==> src/rtl/full_subtractor.sv <==
// full_subtractor: registered ripple-borrow subtractor, {Borr_out, D} = A - B - C.
// Each bit is a classic full-subtractor cell. The borrow-in C feeds the LSB cell.
// Optional macro FULL_SUBTRACTOR_PIPE_EN adds a second output register stage,
// which gives a latency of 2 instead of 1. The arithmetic is the same either way.
module full_subtractor #(
    parameter int WIDTH = 1
) (
    input  logic             clk,
    input  logic             rst,
    input  logic [WIDTH-1:0] A,
    input  logic [WIDTH-1:0] B,
    input  logic             C,
    input  logic             in_valid,
    output logic [WIDTH-1:0] D,
    output logic             Borr_out,
    output logic             out_valid
);

    logic [WIDTH:0]   borrow;
    logic [WIDTH-1:0] diff;

    logic [WIDTH-1:0] stage1_diff;
    logic             stage1_borrow;
    logic             stage1_valid;

    // Ripple the borrow from the LSB cell up through every bit cell
    always_comb begin
        borrow    = '0;
        diff      = '0;
        borrow[0] = C;
        for (int i = 0; i < WIDTH; i++) begin
            diff[i]       = A[i] ^ B[i] ^ borrow[i];
            borrow[i+1]   = (~A[i] & B[i]) | (~A[i] & borrow[i]) | (B[i] & borrow[i]);
        end
    end

    // First register stage: load only on qualified input so idle or X inputs never leak out
    always_ff @(posedge clk) begin
        if (rst) begin
            stage1_diff   <= '0;
            stage1_borrow <= 1'b0;
            stage1_valid  <= 1'b0;
        end else begin
            stage1_valid <= in_valid;
            if (in_valid) begin
                stage1_diff   <= diff;
                stage1_borrow <= borrow[WIDTH];
            end
        end
    end

`ifdef FULL_SUBTRACTOR_PIPE_EN
    logic [WIDTH-1:0] stage2_diff;
    logic             stage2_borrow;
    logic             stage2_valid;

    // Second register stage: the same hold-unless-valid rule, keyed on the stage-1 valid bit
    always_ff @(posedge clk) begin
        if (rst) begin
            stage2_diff   <= '0;
            stage2_borrow <= 1'b0;
            stage2_valid  <= 1'b0;
        end else begin
            stage2_valid <= stage1_valid;
            if (stage1_valid) begin
                stage2_diff   <= stage1_diff;
                stage2_borrow <= stage1_borrow;
            end
        end
    end

    assign D         = stage2_diff;
    assign Borr_out  = stage2_borrow;
    assign out_valid = stage2_valid;
`else
    assign D         = stage1_diff;
    assign Borr_out  = stage1_borrow;
    assign out_valid = stage1_valid;
`endif

endmodule

==> config.mk <==
export PLATFORM = sky130hd
export DESIGN_NAME = full_subtractor
export DESIGN_NICKNAME = d
export VERILOG_FILES = /design/src/rtl/full_subtractor.sv
export SDC_FILE = /design/constraint.sdc
export NUM_CORES = 1
export LEC_CHECK = 0
export BUFFER_PORTS_ARGS = -buffer_cell sky130_fd_sc_hd__buf_2
export CORE_AREA = 5 5 42 44
export CTS_CLUSTER_DIAMETER = 80
export DETAILED_ROUTE_END_ITERATION = 6
export DIE_AREA = 0 0 47 49
export HOLD_SLACK_MARGIN = 0.12
export MAX_ROUTING_LAYER = met4
export PLACE_DENSITY_LB_ADDON = 0.1
export SYNTH_ARGS = -nofsm -noshare
export SYNTH_HDL_FRONTEND = slang
export SYNTH_SLANG_ARGS = --single-unit
==> constraint.sdc <==
create_clock -name clk -period 0.9 [get_ports clk]
set_input_delay 0.135 -clock clk [delete_from_list [all_inputs] [get_ports clk]]
set_output_delay 0.135 -clock clk [all_outputs]
set_load 0.02 [all_outputs]
==> results.json <==
{
  "status": "finished clean",
  "hold_class": "input port to flip-flop",
  "rsz0062_at_grt": "no",
  "cp_slowest_cell": "dfxtp_1",
  "synth_xor_area_frac": 0,
  "worstSetupStartpointType": "flip-flop",
  "ys_ff_latch": 3,
  "fin_setup_tns_ps": 0,
  "route.met3.wl_um": 53,
  "cts_tree": "yes",
  "cpLargestDelayFamily": "flip-flops",
  "routedWlPerCell_um": 7.46,
  "coreArea_sq_mm": 0.00140,
  "cap_violations": 0,
  "chipWidth_um": 47,
  "placed_cell_area_sq_um": 175,
  "cp.required_ps": 760,
  "finalInstanceArea_sq_um": 214,
  "ys_types": 7,
  "vias_per_cell": 3.15,
  "vdd_ir_drop_max_mv": 0.426,
  "critPathMaxStageDelay_ps": 320,
  "mostFrequentLayoutCell": "buf_2",
  "yosys_warnings": 0,
  "synth-adder-area-share": 0.174,
  "syn2layout_area_growth_pct": 85.9,
  "synth_compound_area_frac": 0.0652,
  "critPathBufInv": 1,
  "clk_latency_ps": 230,
  "holdWs_ps": 140,
  "grt_overflow": 0,
  "clock-sinks": 3,
  "worstPathArrival_ps": 720,
  "htree_num_levels": 1,
  "die_area_sq_mm": 0.00230,
  "finalMaxSlewViolations": 0,
  "hold_viol": 0,
  "yosysSeqAreaShare": 0.522,
  "antenna_found_initial": 0,
  "cts_setup_buffers": 0,
  "p_leak_nw": 0.104,
  "die_h_um": 49,
  "worst_setup_path_end_kind": "output port",
  "grt_use_total": 0.0368,
  "layout.nets": 31,
  "grt_max_degree": 5,
  "clockBufferDepth": 2,
  "vias": 123,
  "syn-num-nets": 17,
  "initial_core_util": 0.0821,
  "finalCritPeriodShare": 0.945,
  "p_per_area_mw_per_mm2": 2070,
  "timing_worst_slew_pin_value_ps": 164,
  "post_synth_mux_area_share": 0.0870,
  "route.layer.met1.wl_um": 124,
  "first_pass_iters": 3,
  "relSlewSlack": 0.890,
  "fin_worst_skew_ps": 0,
  "period_needed_ps": 851,
  "port_buffers": 8,
  "wl_um": 291,
  "routed.top_layer": "met3",
  "critical_path_class": "flip-flop to output port",
  "n_antenna_cell": 0,
  "clk_pin_slew_ps": 40,
  "cts_buffers": 3,
  "dr_wl_met2_um": 113,
  "synth_area_per_cell_sq_um": 11.5,
  "post-route-drc-count": 0,
  "grt_pass1_vias": 121,
  "antenna_left": 0,
  "synth_cells": 10,
  "final_cell_mix": "buf_2 (7), dfxtp_1 (3), clkbuf_4 (3), nor2_1 (2)",
  "io-pin-count": 9,
  "synth_top_family_by_area": "adder cells",
  "globalplace.congestion": 0.548,
  "crit_chain": "buf_2",
  "first_iter_violations": 4,
  "drive_gt1_frac": 0.478,
  "grt_pass1_wl_um": 476,
  "num_rows": 14,
  "cp_max_fo": 2,
  "setup_violations": 0,
  "synth_simple_gate_area_frac": 0.120,
  "synth_area_sq_um": 115,
  "fmax_mhz": 1180,
  "root_buffer": "clkbuf_4"
}
[area by class of cell]
cell class	count	area, sq um
fill	169	1190
sequential	3	60.1
timing repair buffer	9	52.6
multi-input combinational	6	51.3
clock buffer	4	26.3
tap	16	20.0
inverter	1	3.75
[metrics by stage]
step | instances | util | setup WS [ps] | total power [W]
2_1_floorplan | 10 | - | 13.1 | 0.000177
3_3_place_gp | 34 | 0.125 | -99.4 | 0.000205
3_5_place_dp | 34 | 0.125 | -98.2 | 0.000204
4_1_cts | 39 | 0.151 | 30.3 | 0.000457
5_1_grt | 39 | 0.153 | 1.96 | 0.000490
6_report | 39 | 0.153 | 49.5 | 0.000443
[routing by layer]
layer / vias to the layer above / GRT usage
met4: 0 / 0.0276
met1: 56 / 0.0307
li1: 59 / -
met5: - / -
met3: 0 / 0.0590
met2: 8 / 0.0339
[synthesized netlist by cell type]
master / instances / area [sq um]
nor2b_1: 1 / 6.26
fa_1: 1 / 20.0
nor2_1: 2 / 7.51
dfxtp_1: 3 / 60.1
inv_1: 1 / 3.75
a211oi_1: 1 / 7.51
mux2i_1: 1 / 10.0
[state kept, by name, summed over array words and instances, names as in the netlist]
signal	flops
Borr_out	1
D	1
out_valid	1
[what timing repair did]
action                                  4_1_cts  5_1_grt
endpoints found under the setup margin        0        1
resized for setup                             0        1
hold endpoints to repair                      3        0
hold buffers                                  1        0
[path summary, 6_finish.rpt]
kind | from | end | slack [ps] | depth (start not counted)
setup reg to reg | D | D | 270 | 2
hold reg to reg | D | D | 480 | 2
setup / recovery | Borr_out | Borr_out | 50 | 1
hold / removal | in_valid | D | 140 | 2
[power by group]
| group | leakage, nW | internal (W) | switching [W] |
|---|---|---|---|
| Clock | 0.0150 | 0.000166 | 0.0000703 |
| Combinational | 0.0643 | 0.0000287 | 0.0000306 |
| Sequential | 0.0249 | 0.000143 | 0.00000361 |
[cells by family after synthesis]
| kind of cell | Yosys count |
|---|---|
| compound gates | 1 |
| fa+ha+maj | 1 |
| buf+inv | 1 |
| flops | 3 |
| mux | 1 |
| simple gates | 3 |
Power figures use the tool's default switching activity.
